[src/rtl/scan_decoder_pkg.sv]
// Shared types and helpers for the registered one-hot scan decoder.
package scan_decoder_pkg;

   typedef enum logic [1:0] {
      DIRECT    = 2'b00,
      SCAN_UP   = 2'b01,
      SCAN_DOWN = 2'b10,
      PINGPONG  = 2'b11
   } mode_e;

   typedef enum logic {
      UP   = 1'b0,
      DOWN = 1'b1
   } dir_e;

   // Widest decode supported; callers truncate to their own N (SEL_W <= 8).
   localparam int ONEHOT_W = 256;

   function automatic logic [ONEHOT_W-1:0] onehot(input int unsigned idx);
      onehot = ONEHOT_W'(1) << idx;
   endfunction

endpackage

[src/rtl/tick_prescaler.sv]
// Free-running terminal-count prescaler; tick marks the cycle where cnt == div.
module tick_prescaler #(
   parameter int DIV_W = 8
) (
   input  logic             clk,
   input  logic             rst_n,
   input  logic             run,
   input  logic             clr,
   input  logic [DIV_W-1:0] div,
   output logic             tick
);

   logic [DIV_W-1:0] cnt;

   // div is compared live; a lowered div lets cnt roll over naturally.
   assign tick = run && (cnt == div);

   always_ff @(posedge clk or negedge rst_n) begin
      if (!rst_n)
         cnt <= '0;
      else if (clr)
         cnt <= '0;
      else if (run)
         cnt <= tick ? '0 : cnt + 1'b1;
   end

endmodule

[src/rtl/scan_decoder.sv]
// Registered binary-to-one-hot decoder with direct select and prescaled
// up/down/ping-pong scanning of an internal index.
module scan_decoder
   import scan_decoder_pkg::*;
#(
   parameter int SEL_W = 3,
   parameter int DIV_W = 8,
   localparam int N    = 2**SEL_W
) (
   input  logic             clk,
   input  logic             rst_n,
   input  logic             en,
   input  logic [1:0]       mode,
   input  logic [SEL_W-1:0] sel,
   input  logic             load,
   input  logic [DIV_W-1:0] div,
   output logic [N-1:0]     out,
   output logic [SEL_W-1:0] idx,
   output logic             wrap
);

   localparam logic [SEL_W-1:0] IDX_MAX = '1;

   mode_e            m;
   dir_e             dir, dir_next;
   logic [SEL_W-1:0] idx_next;
   logic             wrap_next;
   logic             tick, pre_run, pre_clr;

   assign m       = mode_e'(mode);
   assign pre_run = en && (m != DIRECT);
   // Direct mode parks the prescaler; load restarts its phase.
   assign pre_clr = en && ((m == DIRECT) || load);

   tick_prescaler #(.DIV_W(DIV_W)) u_pre (
      .clk   (clk),
      .rst_n (rst_n),
      .run   (pre_run),
      .clr   (pre_clr),
      .div   (div),
      .tick  (tick)
   );

   always_comb begin
      idx_next  = idx;
      dir_next  = dir;
      wrap_next = 1'b0;
      if (en) begin
         if (m == DIRECT) begin
            idx_next = sel;
         end else if (load) begin
            idx_next = sel;
            dir_next = UP;
         end else if (tick) begin
            unique case (m)
               SCAN_UP: begin
                  idx_next  = idx + 1'b1;
                  wrap_next = (idx == IDX_MAX);
               end
               SCAN_DOWN: begin
                  idx_next  = idx - 1'b1;
                  wrap_next = (idx == '0);
               end
               default: begin
                  if (dir == UP) begin
                     if (idx == IDX_MAX) begin
                        dir_next  = DOWN;
                        idx_next  = IDX_MAX - 1'b1;
                        wrap_next = 1'b1;
                     end else begin
                        idx_next = idx + 1'b1;
                     end
                  end else begin
                     if (idx == '0) begin
                        dir_next  = UP;
                        idx_next  = {{(SEL_W-1){1'b0}}, 1'b1};
                        wrap_next = 1'b1;
                     end else begin
                        idx_next = idx - 1'b1;
                     end
                  end
               end
            endcase
         end
      end
   end

   always_ff @(posedge clk or negedge rst_n) begin
      if (!rst_n) begin
         idx  <= '0;
         dir  <= UP;
         out  <= '0;
         wrap <= 1'b0;
      end else begin
         idx  <= idx_next;
         dir  <= dir_next;
         wrap <= wrap_next;
         out  <= en ? N'(onehot(int'(idx_next))) : '0;
      end
   end

endmodule

[config.mk]
export PLATFORM = sky130hd
export DESIGN_NAME = scan_decoder
export DESIGN_NICKNAME = d
export VERILOG_FILES = /design/src/rtl/scan_decoder_pkg.sv /design/src/rtl/tick_prescaler.sv /design/src/rtl/scan_decoder.sv
export SDC_FILE = /design/constraint.sdc
export NUM_CORES = 1
export LEC_CHECK = 0
export CORE_MARGIN = 2
export CORE_UTILIZATION = 47
export DETAILED_ROUTE_END_ITERATION = 10
export HOLD_SLACK_MARGIN = 0.02
export PLACE_DENSITY = 0.81
export REMOVE_ABC_BUFFERS = 1
export SYNTH_ARGS = -nofsm -noshare
export SYNTH_HDL_FRONTEND = slang
export SYNTH_HIERARCHICAL = 1
export SYNTH_SLANG_ARGS = --single-unit
[constraint.sdc]
create_clock -name clk -period 2 [get_ports clk]
set_input_delay 0.2 -clock clk [delete_from_list [all_inputs] [get_ports clk]]
set_output_delay 0.2 -clock clk [all_outputs]
set_load 0.05 [all_outputs]
Word-level counts from Yosys, hierarchy flattened
Index checks and enable logic that the tools add are counted.
{"block": "totals", "regBits": 21, "input_bits": 17, "out_inout_bits": 12}
{"block": "op_classes", "add_sub_neg": 3, "eq_ne": 5, "n_shift": 1, "muxes": 25, "bitwise_logic": 1, "reduce_logical": 11}
{"cell": "two-way mux 8 bit", "count": 4}
{"cell": "two-way mux 3 bit", "count": 7}
{"cell": "two-way mux 1 bit", "count": 12}
{"cell": "adder 8 x 1 -> 8 bit (second input constant)", "count": 1}
{"cell": "== test 8 bit", "count": 1}
{"cell": "left shift 1 x 3 -> 8 bit (first input constant)", "count": 1}
{"cell": "one-hot mux 3 bit (2 select lines)", "count": 1}
{"cell": "nonzero test 2 bit", "count": 3}
{"cell": "AND reduction 4 bit", "count": 1}
{"cell": "adder 3 x 1 -> 3 bit (second input constant)", "count": 1}
{"cell": "== test 3 bit (second input constant)", "count": 1}
{"cell": "logical AND 1 bit", "count": 3}
{"cell": "logical NOT 3 bit", "count": 1}
{"cell": "subtractor 3 x 1 -> 3 bit (second input constant)", "count": 1}
{"cell": "== test 2 x 1 -> 1 bit (second input constant)", "count": 1}
{"cell": "== test 2 bit (second input constant)", "count": 1}
{"cell": "logical NOT 2 bit", "count": 1}
{"cell": "!= test 2 x 1 -> 1 bit (second input constant)", "count": 1}
{"cell": "one-hot mux 1 bit (2 select lines)", "count": 1}
{"cell": "OR reduction 2 bit", "count": 1}
{"cell": "logical OR 1 bit", "count": 1}
{"cell": "inverter 1 bit", "count": 1}

Depth between registers and ports, before layout
{"block": "logic_depth", "depth_word": 10, "ltp_mapped": 12, "depth_no_buf": 10}

By module
Netlist, hierarchy kept.
{"module": "scan_decoder", "n_inst": 1, "cells_each": 110, "area_per_inst_um2": 998.5}
{"module": "tick_prescaler", "n_inst": 1, "cells_each": 51, "area_per_inst_um2": 523.0}

Worst setup path after synthesis
No wires, ideal clock.
{"block": "synth_path", "kind": "input to register", "startpoint": "input mode[0]", "endpoint": "register out[7]", "setup_time_ns": 0.137, "arrival_time_ns": 2.158, "required_time_ns": 1.863, "slack_ns": -0.295, "path_stages": 12, "n_path_buf": 2, "cell_sequence": "inv_1 > ha_1 > nor2b_1 > buf_4 > inv_1 > nor3_4 > clkbuf_1 > nor3b_1 > a311oi_2 > o21ai_2 > a21boi_1 > nor2b_1"}
{"block": "synth_between", "elab_chain_len": 9, "elab_cells_between_ends": 13, "cone_classes": "eq/ne (2); shift (1); mux (6); reduce/logical (4)"}
{"item": "start: declaration", "line": "scan_decoder.sv:13", "source": "input logic [1:0] mode,"}
{"item": "nonzero test 2 bit", "line": "scan_decoder.sv:31", "source": "assign pre_run = en && (m != DIRECT);"}
{"item": "logical AND 1 bit", "line": "scan_decoder.sv:31"}
{"item": "via pre_run", "line": "scan_decoder.sv:28", "source": "logic tick, pre_run, pre_clr;"}
{"item": "logical AND 1 bit", "line": "tick_prescaler.sv:16", "source": "assign tick = run && (cnt == div);"}
{"item": "via tick", "line": "scan_decoder.sv:28"}
{"item": "two-way mux 3 bit", "line": "scan_decoder.sv:54", "source": "end else if (tick) begin"}
{"item": "two-way mux 3 bit", "line": "scan_decoder.sv:51", "source": "end else if (load) begin"}
{"item": "two-way mux 3 bit", "line": "scan_decoder.sv:49", "source": "if (m == DIRECT) begin"}
{"item": "two-way mux 3 bit", "line": "scan_decoder.sv:48", "source": "if (en) begin"}
{"item": "left shift 1 x 3 -> 8 bit", "line": "scan_decoder_pkg.sv:20", "source": "onehot = ONEHOT_W'(1) << idx;"}
{"item": "two-way mux 8 bit", "line": "scan_decoder.sv:98", "source": "out <= en ? N'(onehot(int'(idx_next))) : '0;"}
{"item": "end signal: assignment", "line": "scan_decoder.sv:98"}
{"item": "end: declaration", "line": "scan_decoder.sv:17", "source": "output logic [N-1:0] out,"}
The timed path passes the listed nets, and every way through them passes these cells.
A chain may end at the register's enable or synchronous reset.

Worst setup path after layout
{"block": "layout_path", "startpoint": "register u_pre.cnt[0]", "endpoint": "register out[2]"}
{"block": "layout_between", "elab_chain_len": 8}
{"item": "start: declaration", "line": "tick_prescaler.sv:13", "source": "logic [DIV_W-1:0] cnt;"}
{"item": "start signal: assignment", "line": "tick_prescaler.sv:24", "source": "cnt <= tick ? '0 : cnt + 1'b1;"}
{"item": "== test 8 bit", "line": "tick_prescaler.sv:16"}
{"item": "logical AND 1 bit", "line": "tick_prescaler.sv:16"}
{"item": "via tick", "line": "scan_decoder.sv:28"}
{"item": "two-way mux 3 bit", "line": "scan_decoder.sv:54"}
{"item": "two-way mux 3 bit", "line": "scan_decoder.sv:51"}
{"item": "two-way mux 3 bit", "line": "scan_decoder.sv:49"}
{"item": "two-way mux 3 bit", "line": "scan_decoder.sv:48"}
{"item": "left shift 1 x 3 -> 8 bit", "line": "scan_decoder_pkg.sv:20"}
{"item": "two-way mux 8 bit", "line": "scan_decoder.sv:98"}
The timed path passes the listed nets, and every way through them passes these cells.

==> impl_results.md <==
* Status: complete, but fails checks
* Failing checks: negative setup slack
* DIE WIDTH at approximately 60 µm
* H-tree levels at 1
* Hpwl dp at approximately 3000 µm
* Yosys top cell area share at approximately a third
* Die H at approximately 61 µm
* Worst setup EP type: flop
* Synth area leader: dfrtp_1
* Final worst slack at -0.211 ns
* Max-cap viol count at 0
* Io pins at 29
* Register area share after synthesis at 34.5%
* Inserted Diodes at 0
* Pwr Density at 529 nW/µm²
* Drt drc at 0
* Critical path type: reg2reg
* Leakage at 0.970 nW
* Worst Path Max Fanout at 5
* Final Total Pwr at ~1.2 mW
* # setup viols final at 11
* RSZ-0062 raised after global routing: true
* Yosys warning total at 6
* M1 GR Usage at 31.7%
* Cell Rows at 20
* Root Buffer: clkbuf_4
* Most used routing layer: met2
* Max Fclk at between 400 and 500 MHz
* Async set-reset flop share out of synthesis at 100%
* Fraction of layout cells with a size suffix above 1 at about 32%
* Total grt overflow at 0
* Fin crit share at 111%
* Largest net degree at the start of global routing at 22
* Worst Setup Start Kind: flop
* Routability cong. at roughly 0.90
* PortBufs at 28
* Sw frac at 37.3%
* DR vias at between 1500 and 2000
* Register area at about 530 µm²
* Final Skew at approximately 0.0012 ns
* Vias in the first global route at approximately 1500
* CTS hold repair buffers at 0
* Sw Pwr at about 440 µW
* Deepest clock path buffer count at 2
* Setup tns final at -1.40 ns
* Pins Over Slew Limit at 0
* Post-synth EDFFs at 0
* Total die area at around 3700 µm²
* Share of power burned in registers at 40.0%
* CTS buffer count at 3
* Combinational share of power at between 40% and 50%
* Synth Area per Inst at around 9.5 µm²
* Hold Crit Class: in2async
* Mapped Cells at between 150 and 200
* Area Growth Syn to Fin at 47.9%
* Primary FF master, synth: dfrtp_1
* Internal at ~750 µW
* Routed length per placed instance at 16.5 µm
* Crit path time final at approximately 2.2 ns
* Max IR drop VDD at roughly 0.37 mV
* Synth area leaders: dfrtp_1 (35%), ha_1 (8.2%), xnor2_1 (6.3%)
* Synth Register Bits at 21
* Total iterations of the first detailed-routing run at 5
* Worst Tran Pin Value at around 0.55 ns
* Initial Util at about 49%
* Multi-input logic area at between 1000 and 1500 µm²
* Clk pwr share at between 15 and 20%
* Hold Fails Final Rpt at 0
* GR Layer Usage met3 at around 1.3%
* Clock Pin Slew Worst Setup and Hold Paths at between 0.1 and 0.15 ns
* CTS tree: built
* # fillers at around 220
* DRT Wirelength at around 4500 µm
* Final ANT Viol Nets at 0
* Met2 usage at 42.5%
* Slew Limit Headroom at 63.4%
* Synthesized area at approximately 1500 µm²
* Unique masters post-synth at between 50 and 60
* Clock Latency Late Sink at roughly 0.30 ns
* First-pass GRT wire length at between 6000 and 7000 µm
* Total GRT Usage at 24.2%
* CP Data Arrival Time at 2.45 ns
* Starting DRC count in detailed routing at 86
* NumNets Final at roughly 260
* Core Region at between 3000 and 4000 µm²
* Via density at 5.76
* WP data required at around 2.2 ns
* Initial antenna violation count at 0
* CTS sink count at 21
==> final cells by class <==
| type | count | share of cell area [%] |
|---|---|---|
| clock buffers | 3 | 1.00 |
| clock inverters | 1 | 0.222 |
| inverters | 10 | 1.67 |
| multi-input cells | 123 | 44.5 |
| flip-flops and latches | 21 | 23.4 |
| well taps | 44 | 2.45 |
| repair buffers | 70 | 26.8 |
==> state kept, by name, summed over array words and instances (netlist names) <==
signal and cells:
wrap 1, out 8, dir 1, idx 3, u_pre/cnt 8
==> logic make-up (layout without fill, tap and decap cells) <==
group / Yosys count / count (layout) / share of synthesized area (%)
compound gates: 36 / 36 / 17.7
flops: 21 / 21 / 34.5
buf+inv: 17 / 84 / 5.43
mux: 3 / 3 / 1.97
xor+xnor: 15 / 15 / 8.63
simple gates: 59 / 59 / 23.5
fa+ha+maj: 10 / 10 / 8.22
==> cell usage after synthesis, types with 2 or more instances <==
cell type	instances
a211oi_1	4
a21oi_1	3
and3_1	2
buf_2	3
buf_4	2
dfrtp_1	21
ha_1	10
inv_1	8
mux2i_1	3
nand2_1	10
nand2b_1	4
nand3b_1	3
nand4_1	3
nor2_1	12
nor2b_1	6
nor3_1	5
nor3_2	2
o211ai_1	3
o21ai_0	8
o22ai_1	2
or3b_1	2
xnor2_1	11
xor2_1	4
==> worst paths after layout <==
kind | start | to | slack (ns) | cells past startpoint
max in group asynchronous | rst_n | idx[2]$_DFF_PN0_ | 1.56 | 2
min in group clk | en | idx[2]$_DFF_PN0_ | 0.67 | 4
hold / removal | rst_n | u_pre/cnt[4]$_DFFE_PN0P_ | 0.22 | 2
setup / recovery | u_pre/cnt[0]$_DFFE_PN0P_ | out[2]$_DFF_PN0_ | -0.21 | 8
hold reg to reg | u_pre/cnt[5]$_DFFE_PN0P_ | u_pre/cnt[5]$_DFFE_PN0P_ | 0.68 | 3
setup reg to reg | u_pre/cnt[0]$_DFFE_PN0P_ | out[2]$_DFF_PN0_ | -0.21 | 8
==> metrics by stage <==
stage | area, µm² | hold slack (ns) | worst slack [ns] | instances | util (%)
detailed placement | 2060 | 0.574 | -0.626 | 259 | 66.8
finish | 2250 | 0.224 | -0.211 | 272 | 73.1
global route | 2250 | 0.234 | -0.350 | 272 | 73.1
global placement | 2060 | 0.560 | -0.454 | 259 | 66.8
CTS | 2200 | 0.237 | -0.0887 | 270 | 71.5
floorplan | 1480 | -0.0956 | -0.410 | 154 | -
==> metal layers <==
metal	routed length, µm	part of all wire, %	vias to the layer above
met5	0	0	-
met3	289	6.4	12
met2	2260	50	86
met1	1850	41	756
li1	-	-	712
met4	82	1.8	0
==> power groups by stage <==
| stage | sequential [mW] | combinational [mW] | clock [mW] |
|---|---|---|---|
| 2_1_floorplan | 0.545 | 0.183 | 0 |
| 6_report | 0.477 | 0.502 | 0.212 |
| 4_1_cts | 0.474 | 0.481 | 0.210 |
| 5_1_grt | 0.480 | 0.537 | 0.232 |
| 3_3_place_gp | 0.481 | 0.435 | 0 |
| 3_5_place_dp | 0.480 | 0.447 | 0 |
==> critical path, stage by stage, from the launching register on <==
cell and delay [ns]:
dfrtp_1 0.43, xnor2_1 0.20, nand4_2 0.20, nor3_4 0.35, nor4bb_2 0.31, o2111ai_1 0.16
o211ai_1 0.20, nand2b_1 0.14, nor2_1 0.16
==> placed cells by master (no fill, tap or decap), drive strengths merged, types with 2 or more instances in the layout <==
cell type,count
dlygate4sd2,2
dfrtp,21
nor3b,2
clkbuf,3
o22ai,2
xor2,4
o21ai,10
mux2i,3
or3b,3
nor3,8
nor2,12
ha,10
xnor2,11
nand2,10
a211oi,4
a21oi,3
nand4,4
o211ai,3
clkdlybuf4s50,25
inv,9
clkinv,2
buf,43
and3,2
nand2b,4
o2111ai,2
a31oi,2
nand3b,3
nor2b,6
==> timing repair <==
item,4_1_cts,5_1_grt
gates cloned,0,0
setup buffers,7,2
endpoints found under the setup margin,14,13
resized for setup,19,5
pin swaps,13,7
(Power assumes the default switching activity.)
